[config.mk]
export PLATFORM = sky130hd
export DESIGN_NAME = jmb_scanline_feeder
export DESIGN_NICKNAME = d
export VERILOG_FILES = /design/src/rtl/jmb_scanline_feeder.sv
export SDC_FILE = /design/constraint.sdc
export NUM_CORES = 1
export LEC_CHECK = 0
export CORE_MARGIN = 2
export CORE_UTILIZATION = 50
export DETAILED_ROUTE_END_ITERATION = 12
export DONT_BUFFER_PORTS = 1
export PLACE_DENSITY = 0.76
export SETUP_SLACK_MARGIN = 0.02
export SYNTH_ARGS = -nofsm -noshare
export SYNTH_HDL_FRONTEND = slang
export SYNTH_SLANG_ARGS = --single-unit
[constraint.sdc]
create_clock -name clock -period 2 [get_ports clock]
set_input_delay 0.4 -clock clock [delete_from_list [all_inputs] [get_ports clock]]
set_output_delay 0.4 -clock clock [all_outputs]
set_load 0.005 [all_outputs]
[src/rtl/jmb_scanline_feeder.sv]
// Scanline sequencer for jmb_scanline_filter: accepts W pixels per line and
// emits W+2 tap-window writes (edges replicated) so the filter yields W outputs.
module jmb_scanline_feeder #(
  parameter int DATA_W     = 8,
  parameter int CNT_W      = 12,
  parameter int LINE_CNT_W = 16
) (
  input  logic                  clock,
  input  logic                  reset,
  input  logic                  start,
  input  logic [CNT_W-1:0]      line_width,
  input  logic [DATA_W-1:0]     s_pixel,
  input  logic                  s_valid,
  output logic                  s_ready,
  output logic                  filt_enable,
  output logic [DATA_W-1:0]     filt_pixel,
  output logic                  filt_wr,
  output logic                  filt_filter,
  output logic                  busy,
  output logic                  line_done,
  output logic [LINE_CNT_W-1:0] line_count
);

  localparam logic [2:0] S_IDLE  = 3'd0;
  localparam logic [2:0] S_FIRST = 3'd1;
  localparam logic [2:0] S_DUP   = 3'd2;
  localparam logic [2:0] S_RUN   = 3'd3;
  localparam logic [2:0] S_EDGE  = 3'd4;

  localparam logic [CNT_W-1:0] ONE = CNT_W'(1);

  logic [2:0]            state_q, state_d;
  logic [CNT_W-1:0]      width_q, width_d;
  logic [CNT_W-1:0]      col_q, col_d;
  logic [DATA_W-1:0]     last_q, last_d;
  logic [DATA_W-1:0]     pix_q, pix_d;
  logic                  wr_q, wr_d;
  logic                  filt_q, filt_d;
  logic                  en_q, en_d;
  logic                  done_q, done_d;
  logic [LINE_CNT_W-1:0] count_q, count_d;

  always_comb begin
    state_d = state_q;
    width_d = width_q;
    col_d   = col_q;
    last_d  = last_q;
    pix_d   = pix_q;
    wr_d    = 1'b0;
    filt_d  = 1'b0;
    done_d  = 1'b0;
    count_d = count_q;
    // Enable stays up through the cycle that shows the EDGE beat.
    en_d    = (state_q != S_IDLE);
    case (state_q)
      S_IDLE: begin
        if (start) begin
          en_d    = 1'b1;
          width_d = (line_width == '0) ? ONE : line_width;
          col_d   = '0;
          state_d = S_FIRST;
        end
      end
      S_FIRST: begin
        if (s_valid) begin
          last_d  = s_pixel;
          pix_d   = s_pixel;
          wr_d    = 1'b1;
          state_d = S_DUP;
        end
      end
      S_DUP: begin
        pix_d   = last_q;
        wr_d    = 1'b1;
        state_d = (width_q == ONE) ? S_EDGE : S_RUN;
      end
      S_RUN: begin
        if (s_valid) begin
          pix_d  = s_pixel;
          last_d = s_pixel;
          wr_d   = 1'b1;
          filt_d = 1'b1;
          col_d  = col_q + ONE;
          // RUN consumes pixels 1..W-1; p0 was taken in FIRST.
          if ((col_q + ONE) == (width_q - ONE)) state_d = S_EDGE;
        end
      end
      S_EDGE: begin
        pix_d   = last_q;
        wr_d    = 1'b1;
        filt_d  = 1'b1;
        done_d  = 1'b1;
        count_d = count_q + LINE_CNT_W'(1);
        state_d = S_IDLE;
      end
      default: state_d = S_IDLE;
    endcase
  end

  always_ff @(posedge clock) begin
    if (reset) begin
      state_q <= S_IDLE;
      width_q <= '0;
      col_q   <= '0;
      last_q  <= '0;
      pix_q   <= '0;
      wr_q    <= 1'b0;
      filt_q  <= 1'b0;
      en_q    <= 1'b0;
      done_q  <= 1'b0;
      count_q <= '0;
    end else begin
      state_q <= state_d;
      width_q <= width_d;
      col_q   <= col_d;
      last_q  <= last_d;
      pix_q   <= pix_d;
      wr_q    <= wr_d;
      filt_q  <= filt_d;
      en_q    <= en_d;
      done_q  <= done_d;
      count_q <= count_d;
    end
  end

  assign s_ready     = (state_q == S_FIRST) || (state_q == S_RUN);
  assign busy        = (state_q != S_IDLE);
  assign filt_enable = en_q;
  assign filt_pixel  = pix_q;
  assign filt_wr     = wr_q;
  assign filt_filter = filt_q;
  assign line_done   = done_q;
  assign line_count  = count_q;

endmodule

Word level (Yosys, flattened, before mapping)
Cells that the tools add are included.
Operators by class
  add/subtract/negate cells: 3
  eq/ne operators: 11
  mux-type cells: 18
  reductions and logical operators: 13
Operators with widths (number)
  12-bit 2-to-1 mux: 3
  12-bit case mux with 2 select lines: 1
  16-bit by 1-bit adder with 16-bit output (second input constant): 1
  8-bit case mux with 2 select lines: 1
  3-bit 2-to-1 mux: 5
  12-bit by 1-bit adder with 12-bit output (second input constant): 1
  12-bit by 1-bit equality test with 1-bit output (second input constant): 1
  12-bit equality test: 1
  12-bit zero test: 1
  3-bit case mux with 4 select lines: 1
  12-bit by 1-bit subtractor with 12-bit output (second input constant): 1
  8-bit 2-to-1 mux: 1
  2-bit inequality test (second input constant): 4
  3-bit by 2-bit equality test with 1-bit output (second input constant): 2
  2-bit AND reduction: 3
  1-bit 2-to-1 mux: 4
  1-bit case mux with 2 select lines: 2
  4-bit AND reduction: 1
  2-bit nonzero test: 2
  2-bit OR reduction: 2
  3-bit by 1-bit equality test with 1-bit output (second input constant): 1
  3-bit equality test (second input constant): 1
  3-bit zero test: 1
  3-bit AND reduction: 1
  3 further kinds: 3
Word-level totals
  bits in registers: 63
  input port bits: 24

Longest topological paths before layout
  depth in word-level cells: 5
  mapped depth: 9

Worst setup path before layout
Ideal clock, no wire load.
  path type: register to register
  start: register col_q[0]
  end: register state_q[0]
  library setup time: 0.131 ns
  arrival: 1.959 ns
  data required time: 1.869 ns
  path slack: -0.090 ns
  cell stages (with the launch flop): 9
  path buffers: 0
  period minus slack after synthesis: 2.090 ns
  cells stage by stage: dfxtp_1 -> ha_1 -> nand3_1 -> or3_4 -> nand2_4 -> xnor2_1 -> a211o_1 -> a221oi_2 -> o21ai_1
Between the ends
  cells in the longest elaborated chain, start to end: 4
RTL lines
  from (decl): line 34  | logic [CNT_W-1:0] col_q, col_d;
  from (signal assigned): line 115  | col_q <= col_d;
  12-bit by 1-bit adder with 12-bit output: line 85  | if ((col_q + ONE) == (width_q - ONE)) state_d = S_EDGE;
  12-bit equality test: line 85
  2-bit inequality test (no line)
  4-bit AND reduction (no line)
  to (signal assigned): line 113  | state_q <= state_d;
  to (decl): line 32  | logic [2:0] state_q, state_d;
Every way passes these cells.
A chain may end at the register's enable or synchronous reset.

Worst setup path after layout
  start: register col_q[1]
  end: register state_q[1]
Same word-level chain as after synthesis.

==> impl_metrics.csv <==
group,metric,value,unit
setup_path,critPathLaunchType,"flip-flop",
drt,routed_via_density,5.78,
run,drv_cap,0,
power_and_ir_drop,seq_power_share,45.3,%
setup_path,worstReg2RegEnd,"state_q[1]",
timing,fin_ws,-0.0225,ns
placed_design,routabilityCongestion,0.845,
setup_path,setup.worst_path.start,"col_q[1]",
setup_path,max_stage_delay,0.35,ns
logic_synthesis,synth_area,3060,um2
placed_design,hpwlAfterDp,5.16,mm
floorplanning,die_w,82.3,um
timing,clock_skew,0.0107,ns
power_and_ir_drop,power_leakage,1.42,nW
clock_tree,root_buffer,"clkbuf_8",
setup_path,r2r-start,"col_q[1]",
hold_path,min_to,"line_count[5]",
drt,drc,0,
floorplanning,std_cell_rows,28,
hold_path,hold_path_startpoint,"reset",
logic_synthesis,synth_top_cell_by_area,"dfxtp_1",
global_routing,overflow,0,
final_layout,n_fill_cell,526,
logic_synthesis,synth_commonest_cells,"nand2_1 (70), dfxtp_1 (63), nor2_1 (46)",
clock_tree,cts.sinks,63,
drt,routedWlPerCell,15.0,um
timing,max_freq,0.494,GHz
setup_path,crit_slowest_cell,"dfxtp_2",
drt,postRouteAntennaNets,0,
placed_design,post-place-ws,-0.0625,ns
clock_tree,clock_latency,0.35,ns
global_routing,antenna_found_initial,0,
clock_tree,clk_pin_slew,0.07,ns
floorplanning,die_area,6770,um2
final_layout,num_antenna_cells,0,
power_and_ir_drop,peakVddDrop,0.471,mV
hold_path,holdPathStages,1,
setup_path,end_kind,"flip-flop",
floorplanning,die_h,82.3,um
outcome,violations,"setup timing",
logic_synthesis,yosysMostFrequentCell,"nand2_1",
logic_synthesis,synth.distinct_cells,47,
setup_path,required,2.24,ns
global_routing,grt_pass1_wl,12.3,mm
placed_design,portBuffers,0,
clock_tree,postCtsSetupBuffers,0,
power_and_ir_drop,power,3.09,mW
outcome,outcome,"finished, violations left",
power_and_ir_drop,internal_power,2.19,mW
floorplanning,ios,54,
timing,slew_violations,0,
drt,vias,2820,
setup_path,critPathKind,"flip-flop to flip-flop",
logic_synthesis,synthCells,384,
timing,rsz0062_at_grt,"yes",
setup_path,path_cells,"ha_4 -> nand3_2 -> xnor2_2 -> and3_1 -> nor4_2 -> nand4_1 -> a221oi_4 -> a21oi_1",
timing,hold_viol,0,
power_and_ir_drop,clock_power_share,34.9,%
floorplanning,core,5920,um2
setup_path,arrival,2.26,ns
global_routing,grt.total_usage,24.1,%
clock_tree,clk_path_buf_depth,2,
final_layout,layout-drive-gt1-share,16.9,%
clock_tree,cts_hold_buf,0,
power_and_ir_drop,pwr-share-comb,19.8,%
setup_path,path_max_fanout,4,
drt,dr.pass1.iters,5,
clock_tree,cts_tree,"yes",
logic_synthesis,yosysTopAreaCellShare,41.2,%
logic_synthesis,syn_nets,412,
global_routing,grt_max_degree,64,
timing,maxSlewHeadroom,64.3,%
hold_path,hold_path_class,"input pin to flip-flop",
power_and_ir_drop,p_per_area,858,nW/um2
logic_synthesis,synthTopCellsByArea,"dfxtp_1 (41%), nand2_1 (8.6%), a21oi_1 (5.9%), xnor2_1 (5.7%), nor2_1 (5.6%)",
logic_synthesis,ys_seq_area_share,41.2,%
final_layout,fin_util,60.8,%
logic_synthesis,async_flop_share,0,%
clock_tree,cts_made_buffers,9,
logic_synthesis,ys_ff_latch,63,
logic_synthesis,synth.avg_cell_area,7.97,um2
timing,finalCritPeriodShare,101,%
power_and_ir_drop,p_sw_share,29.1,%
logic_synthesis,synth_edf_count,0,
clock_tree,cts_max_level,3,
power_and_ir_drop,p_switching,897,uW
global_routing,grt_pass1_vias,2606,
setup_path,r2r_cells,8,
setup_path,rrSetupSlack,-0.02,ns
floorplanning,start_util,51.7,%
timing,worst_slew_pin_slew,0.534,ns
timing,layout_min_cycle_time,2.02,ns
timing,setup_viol,3,
logic_synthesis,synth_warnings,0,
final_layout,layout.nets,438,
drt,drt_iter0_markers,150,
drt,routed_wl,7.32,mm
logic_synthesis,synth_top_flop_cell,"dfxtp_1",
final_layout,area_growth_syn_to_layout,17.5,%
## per-layer routing
layer  track usage, %  vias up  share of wire [%]
li1                 -     1382                  -
met1             29.5     1331                 43
met2             38.9       83                 48
met3             6.52       24                5.5
met4             12.0        0                3.2
met5                0        -                  0
## worst max-delay path, delay by kind of cell (launching register included)
family / cells / cell delay (ns)
AOI/OAI and AO/OA: 2 / 0.38
adders and majority gates: 1 / 0.16
DFF: 1 / 0.35
xor gates and xnor gates: 1 / 0.20
and+or+nand+nor: 4 / 0.81
## power groups by stage
stage          combinational [mW]  sequential, mW  clock (mW)
3_3_place_gp                0.561            1.42           0
2_1_floorplan               0.434            1.41           0
5_1_grt                     0.687            1.41        1.14
3_5_place_dp                0.583            1.42           0
6_report                    0.612            1.40        1.08
4_1_cts                     0.598            1.40        1.10
## registers in the layout, summed over array words and instances (netlist names)
register / count
last_q: 8
width_q: 12
filt_filter: 1
line_done: 1
filt_enable: 1
filt_pixel: 8
filt_wr: 1
line_count: 16
col_q: 12
state_q: 3
## logic make-up (layout without fill, tap and decap cells)
| logic type | Yosys count | after routing | synth area share [%] |
|---|---|---|---|
| AOI/OAI and AO/OA | 74 | 74 | 14.7 |
| xor gates and xnor gates | 38 | 38 | 10.9 |
| adders and majority gates | 4 | 4 | 1.63 |
| buffers and inverters | 25 | 54 | 3.11 |
| DFF | 63 | 63 | 41.2 |
| and+or+nand+nor | 180 | 180 | 28.5 |
## how the worst max path moves through the flow
stage	slack, ns	depth (start not counted)	endpoint
4_1_cts	0.02	9	state_q[1]
6_report	-0.02	8	state_q[1]
2_1_floorplan	0.04	8	state_q[0]
3_5_place_dp	-0.06	7	state_q[0]
3_3_place_gp	-0.005	9	state_q[0]
5_1_grt	-0.17	9	state_q[0]
## area by class of cell
| class | count | area [um2] | area share (%) |
|---|---|---|---|
| inverters | 7 | 26.3 | 0.730 |
| clock inverters | 4 | 47.5 | 1.32 |
| well taps | 75 | 93.8 | 2.61 |
| clock buffers | 10 | 138 | 3.82 |
| multi-input cells | 296 | 1780 | 49.3 |
| flip-flops and latches | 63 | 1270 | 35.2 |
| repair buffers | 33 | 251 | 6.99 |
## what timing repair did
item,in CTS,in global routing
endpoints found under the hold margin,0,0
gates cloned,0,0
endpoints found under the setup margin,3,8
pin swaps,7,2
gates resized for setup,6,7
## metrics by stage
step	instance area (um2)	cells	TNS, ns	hold slack (ns)
2_1_floorplan	3080	384	0	0.437
3_3_place_gp	3350	474	-0.00549	0.436
3_5_place_dp	3350	474	-0.137	0.444
4_1_cts	3560	488	0	0.0981
5_1_grt	3600	488	-0.495	0.101
6_report	3600	488	-0.0469	0.112
## layout by cell type, fill, tap and decap left out, drive strengths merged, types with 3 or more instances in the layout
master	instances
xor2	18
inv	7
xnor2	20
dfxtp	63
clkbuf	10
a311oi	8
nor4	8
nand2	71
a22oi	3
nor2	46
and3	8
ha	4
buf	33
a21oi	36
nor3	11
o21ai	16
nand3	13
or3	6
nand4	6
Power figures use the tool's default switching activity.
